**src/rtl/asmd_pkg.sv**
```systemverilog
// Shared state encoding and default sizing for the multiplier-sharing arbiter.
package asmd_pkg;
    localparam int WORD_LENGTH_DEFAULT = 8;
    localparam int NUM_REQ_DEFAULT     = 4;

    typedef enum logic [2:0] {
        IDLE,
        LAUNCH,
        WAIT_BUSY,
        WAIT_DONE,
        RESP
    } state_t;
endpackage

```
**src/rtl/asmd_mult_arbiter_rr_arbiter.sv**
```systemverilog
// Combinational round-robin select: first active request at or after ptr, wrapping modulo num_req.
module rr_arbiter
    import asmd_pkg::*;
#(
    parameter int num_req = NUM_REQ_DEFAULT,
    parameter int idx_w   = $clog2(num_req)
) (
    input  logic [num_req-1:0] req,
    input  logic [idx_w-1:0]   ptr,
    output logic [num_req-1:0] grant,
    output logic [idx_w-1:0]   idx
);
    localparam logic [idx_w:0] NUM_REQ_W = (idx_w + 1)'(num_req);

    logic [idx_w:0] cand;
    logic           found;

    // One extra bit on cand so ptr+k cannot overflow before the modulo fold.
    always_comb begin
        grant = '0;
        idx   = '0;
        found = 1'b0;
        cand  = '0;
        for (int k = 0; k < num_req; k++) begin
            cand = {1'b0, ptr} + (idx_w + 1)'(k);
            if (cand >= NUM_REQ_W) begin
                cand = cand - NUM_REQ_W;
            end
            if (!found && req[cand[idx_w-1:0]]) begin
                found                  = 1'b1;
                idx                    = cand[idx_w-1:0];
                grant[cand[idx_w-1:0]] = 1'b1;
            end
        end
    end
endmodule

```
**src/rtl/asmd_mult_arbiter.sv**
```systemverilog
// Shares one external multiplier among num_req requesters, one job in flight at a time,
// granting round-robin and routing the product back to the job's owner.
module asmd_mult_arbiter
    import asmd_pkg::*;
#(
    parameter int word_length = WORD_LENGTH_DEFAULT,
    parameter int num_req     = NUM_REQ_DEFAULT
) (
    input  logic                           clk,
    input  logic                           reset,
    input  logic [num_req-1:0]             req_valid,
    input  logic [num_req*word_length-1:0] req_word0,
    input  logic [num_req*word_length-1:0] req_word1,
    output logic [num_req-1:0]             req_grant,
    output logic [num_req-1:0]             rsp_valid,
    output logic [2*word_length-1:0]       rsp_product,
    output logic                           mul_start,
    output logic [word_length-1:0]         mul_word0,
    output logic [word_length-1:0]         mul_word1,
    input  logic [2*word_length-1:0]       mul_product,
    input  logic                           mul_ready
);
    localparam int               IDX_W    = $clog2(num_req);
    localparam logic [IDX_W-1:0] LAST_IDX = IDX_W'(num_req - 1);

    state_t                   state_q, state_d;
    logic [IDX_W-1:0]         ptr_q, ptr_d;
    logic [IDX_W-1:0]         owner_q, owner_d;
    logic [word_length-1:0]   mul_word0_q, mul_word0_d;
    logic [word_length-1:0]   mul_word1_q, mul_word1_d;
    logic [2*word_length-1:0] rsp_product_q, rsp_product_d;
    logic                     ready_seen_q, ready_seen_d;

    logic [num_req-1:0]       arb_grant;
    logic [IDX_W-1:0]         arb_idx;

    rr_arbiter #(
        .num_req (num_req),
        .idx_w   (IDX_W)
    ) u_rr_arbiter (
        .req   (req_valid),
        .ptr   (ptr_q),
        .grant (arb_grant),
        .idx   (arb_idx)
    );

    // Grant is gated by reset so no requester sees an acceptance while the block is held in reset.
    always_comb begin
        state_d       = state_q;
        ptr_d         = ptr_q;
        owner_d       = owner_q;
        mul_word0_d   = mul_word0_q;
        mul_word1_d   = mul_word1_q;
        rsp_product_d = rsp_product_q;
        ready_seen_d  = ready_seen_q;
        req_grant     = '0;
        rsp_valid     = '0;
        mul_start     = 1'b0;

        case (state_q)
            IDLE: begin
                if (reset && mul_ready && (|req_valid)) begin
                    req_grant   = arb_grant;
                    mul_word0_d = req_word0[int'(arb_idx)*word_length +: word_length];
                    mul_word1_d = req_word1[int'(arb_idx)*word_length +: word_length];
                    owner_d     = arb_idx;
                    state_d     = LAUNCH;
                end
            end
            LAUNCH: begin
                mul_start    = 1'b1;
                ready_seen_d = 1'b0;
                state_d      = WAIT_BUSY;
            end
            WAIT_BUSY: begin
                // A multiplier that never drops ready is taken as done after two high cycles.
                if (!mul_ready) begin
                    state_d = WAIT_DONE;
                end else if (ready_seen_q) begin
                    rsp_product_d = mul_product;
                    state_d       = RESP;
                end else begin
                    ready_seen_d = 1'b1;
                end
            end
            WAIT_DONE: begin
                if (mul_ready) begin
                    rsp_product_d = mul_product;
                    state_d       = RESP;
                end
            end
            RESP: begin
                rsp_valid[owner_q] = 1'b1;
                ptr_d              = (owner_q == LAST_IDX) ? '0 : owner_q + IDX_W'(1);
                state_d            = IDLE;
            end
            default: begin
                state_d = IDLE;
            end
        endcase
    end

    always_ff @(posedge clk or negedge reset) begin
        if (!reset) begin
            state_q       <= IDLE;
            ptr_q         <= '0;
            owner_q       <= '0;
            mul_word0_q   <= '0;
            mul_word1_q   <= '0;
            rsp_product_q <= '0;
            ready_seen_q  <= 1'b0;
        end else begin
            state_q       <= state_d;
            ptr_q         <= ptr_d;
            owner_q       <= owner_d;
            mul_word0_q   <= mul_word0_d;
            mul_word1_q   <= mul_word1_d;
            rsp_product_q <= rsp_product_d;
            ready_seen_q  <= ready_seen_d;
        end
    end

    assign mul_word0   = mul_word0_q;
    assign mul_word1   = mul_word1_q;
    assign rsp_product = rsp_product_q;
endmodule

```
**config.mk**
```make
export PLATFORM = sky130hd
export DESIGN_NAME = asmd_mult_arbiter
export DESIGN_NICKNAME = d
export VERILOG_FILES = /design/src/rtl/asmd_pkg.sv /design/src/rtl/asmd_mult_arbiter_rr_arbiter.sv /design/src/rtl/asmd_mult_arbiter.sv
export SDC_FILE = /design/constraint.sdc
export NUM_CORES = 1
export LEC_CHECK = 0
export ABC_AREA = 1
export BUFFER_PORTS_ARGS = -buffer_cell sky130_fd_sc_hd__buf_2
export CAP_MARGIN = 10
export CORE_ASPECT_RATIO = 0.6
export CORE_UTILIZATION = 30
export CTS_BUF_LIST = sky130_fd_sc_hd__clkbuf_4 sky130_fd_sc_hd__clkbuf_8 sky130_fd_sc_hd__clkbuf_16
export DETAILED_ROUTE_END_ITERATION = 10
export HOLD_SLACK_MARGIN = 0.03
export PLACE_DENSITY = 0.59
export SLEW_MARGIN = 10
export SYNTH_ARGS = -nofsm -noshare
export SYNTH_HDL_FRONTEND = slang
export SYNTH_SLANG_ARGS = --single-unit
```
**constraint.sdc**
```tcl
create_clock -name clk -period 4.65 [get_ports clk]
set_input_delay 0.465 -clock clk [delete_from_list [all_inputs] [get_ports clk]]
set_output_delay 0.465 -clock clk [all_outputs]
set_load 0.03 [all_outputs]
```
==> metrics <==
CTS tree=built; DR vias/cell=roughly 4.5; Mapped Cells=between 400 and 500; Detailed Routing Iterations Pass 1=5; Die W=~130 um; crit path to=req_grant[3]; Detailed Place HPWL=6640 um; via count=3089; Root Buffer=clkbuf_16; setup repair bufs after CTS=0; clk buf depth=2; Worst EP required=~4.2 ns; clk_lat worst skew=approximately 0.28 ns; Pwr Density=about 780 nW/um2; count of distinct cell types in the synthesized netlist=29; Crit Path Class=reg2out; syn_area_per_cell=6.88 um2; CP arrival=approximately 2.8 ns; GP Congestion=roughly 0.88; GRT overflow=0; final hold violation count=0; share of post-route cells with drive strength above 1=31.1%; Max-Cap Viols=0; Worst setup EP type=output pin; footprint of the multi-input gates=1540 um2; Layout area overhead=28.3%; #FFs+latches synth=40; die span in y=79.4 um; R2R setup slack=1.68 ns; HP Class=in2async; first-pass GRT wire length=13700 um; # placed instances=slightly below 700; Peak VDD IR=around 0.36 mV; RSZ-0062 raised after global routing=false; Synth Cell Area=between 2000 and 3000 um2; most frequent cells in the layout=129 x nand2_1, 127 x buf_2, 88 x inv_1; initial drt markers=170; post-DR wirelength/cell=about 12 um; maximum clock rate=between 300 and 400 MHz; num ports=128; reg2reg end=mul_word1[4]; initial antenna violation count=0; register area share after synthesis=about a third; Core Region=9430 um2; row cnt=27; Port Buffers=about 130; Tcrit/Tclk final=roughly 70%; Filler Cell Count=a little over 1k; Routed WL=around 8300 um; DRC=0; Post-Route Skew=0.00424 ns; Leak=roughly 2.3 nW; largest net degree at the start of global routing=a little over 40; min Tclk post-route=between 3 and 4 ns; synth warn=0; cts bufs inserted=5; worst relative slew slack=a little under two fifths; commonest non-fill, non-tap cell in the layout=nand2_1; Startpoint Class=register; clk sinks=40; hold buffer count at CTS=0; DRT antenna net count=0; status=completed; n_diodes=0; Final Setup Violations=0; Sequential Area=between 1000 and 1500 um2; start of the worst register-to-register path=ptr_q[0]; clock-pin slew on the worst setup and hold paths=0.06 ns; Syn Nets=around 540; actual slew at the worst max-slew pin=just over 0.9 ns; Cell Count, Final, Fillers Out=686; htree depth=2; Final nets=654; worst setup path start=ptr_q[0]; initial core utilization=roughly a third; vias in the first global route=2924; Die Area=approximately 10000 um2; crit-path max FO=14; Total GRT Usage=between 10% and 20%; setup TNS=0 ns; post_cts resized=0; fin. max-slew vios=0; Reg2Reg Depth=14
sequential cells by signal, indices dropped and copies added, names as in the netlist:
register,count
mul_word1,8
ptr_q,2
state_q,3
owner_q,2
ready_seen_q,1
rsp_product,16
mul_word0,8
layout make-up:
class / count / share of cell area (%)
multi-input cells: 288 / 39.9
flip-flops and latches: 40 / 26.0
repair buffers: 129 / 16.9
inverters: 91 / 9.01
well taps: 130 / 4.23
clock buffers: 6 / 3.61
clock inverters: 2 / 0.260
cells by family after synthesis:
group	synth area share, %
buffers and inverters	15.4
AOI/OAI and AO/OA	4.59
DFF	33.4
muxes	6.01
adders and majority gates	5.01
and+or+nand+nor	35.6
synth_stat cells, drive strengths merged:
cell type	number	area [um2]
clkbuf	2	7.51
a211oi	1	7.51
mux2	16	180
o21ai	14	70.1
nand3	76	390
inv	91	347
dfrtp	40	1000
ha	12	150
nor2	16	72.6
buf	15	108
nor4	1	6.26
a21oi	6	37.5
nand4	2	27.5
o22ai	1	6.26
nor3	3	15.0
a41oi	1	8.76
nand2	138	556
o211ai	1	7.51
report_power, final:
group | switching [W] | leakage, nW | internal (W)
Combinational | 0.00138 | 1.75 | 0.000641
Sequential | 0.000129 | 0.492 | 0.000515
Clock | 0.000130 | 0.0766 | 0.000211
critical path, stage by stage (launching register included):
cell and delay, ns:
dfrtp_1 0.68, inv_6 0.12, ha_1 0.40, inv_1 0.10
nand3_1 0.11, nand2_2 0.11, nor2_1 0.22, inv_1 0.12
o21ai_0 0.16, a21oi_1 0.06, o21ai_0 0.09, nand2_1 0.06
inv_1 0.07, buf_2 0.19
metrics by stage:
| stage | instance area (um2) | hold slack [ns] | setup WS, ns | util [%] | power, W |
|---|---|---|---|---|---|
| detailed placement | 3700 | 0.461 | 1.71 | 39.2 | 0.00268 |
| global placement | 3700 | 0.460 | 1.69 | 39.2 | 0.00265 |
| global route | 3840 | 0.335 | 1.14 | 40.8 | 0.00332 |
| floorplan | 3000 | 0.169 | 2.23 | - | 0.00228 |
| CTS | 3840 | 0.282 | 1.42 | 40.8 | 0.00304 |
| finish | 3840 | 0.263 | 1.40 | 40.8 | 0.00301 |
worst min path at each step:
stage	slack, ns	startpoint	cells past startpoint	end
final	0.26	reset	2	rsp_product[5]
after global routing	0.33	reset	2	rsp_product[6]
after CTS	0.28	reset	2	rsp_product[5]
after detailed placement	0.46	mul_word0[6]	2	mul_word0[6]
after global placement	0.46	mul_word1[2]	2	mul_word1[2]
after floorplan	0.17	reset	0	mul_word0[0]
routing by layer:
metal  up-vias  GRT usage, %  part of all wire [%]
li1       1579             -                     -
met4         0          3.91                  0.78
met5         -             0                     0
met1      1380          23.8                    48
met2       124          25.4                    41
met3         6          5.09                    10
(Power assumes the default switching activity.)
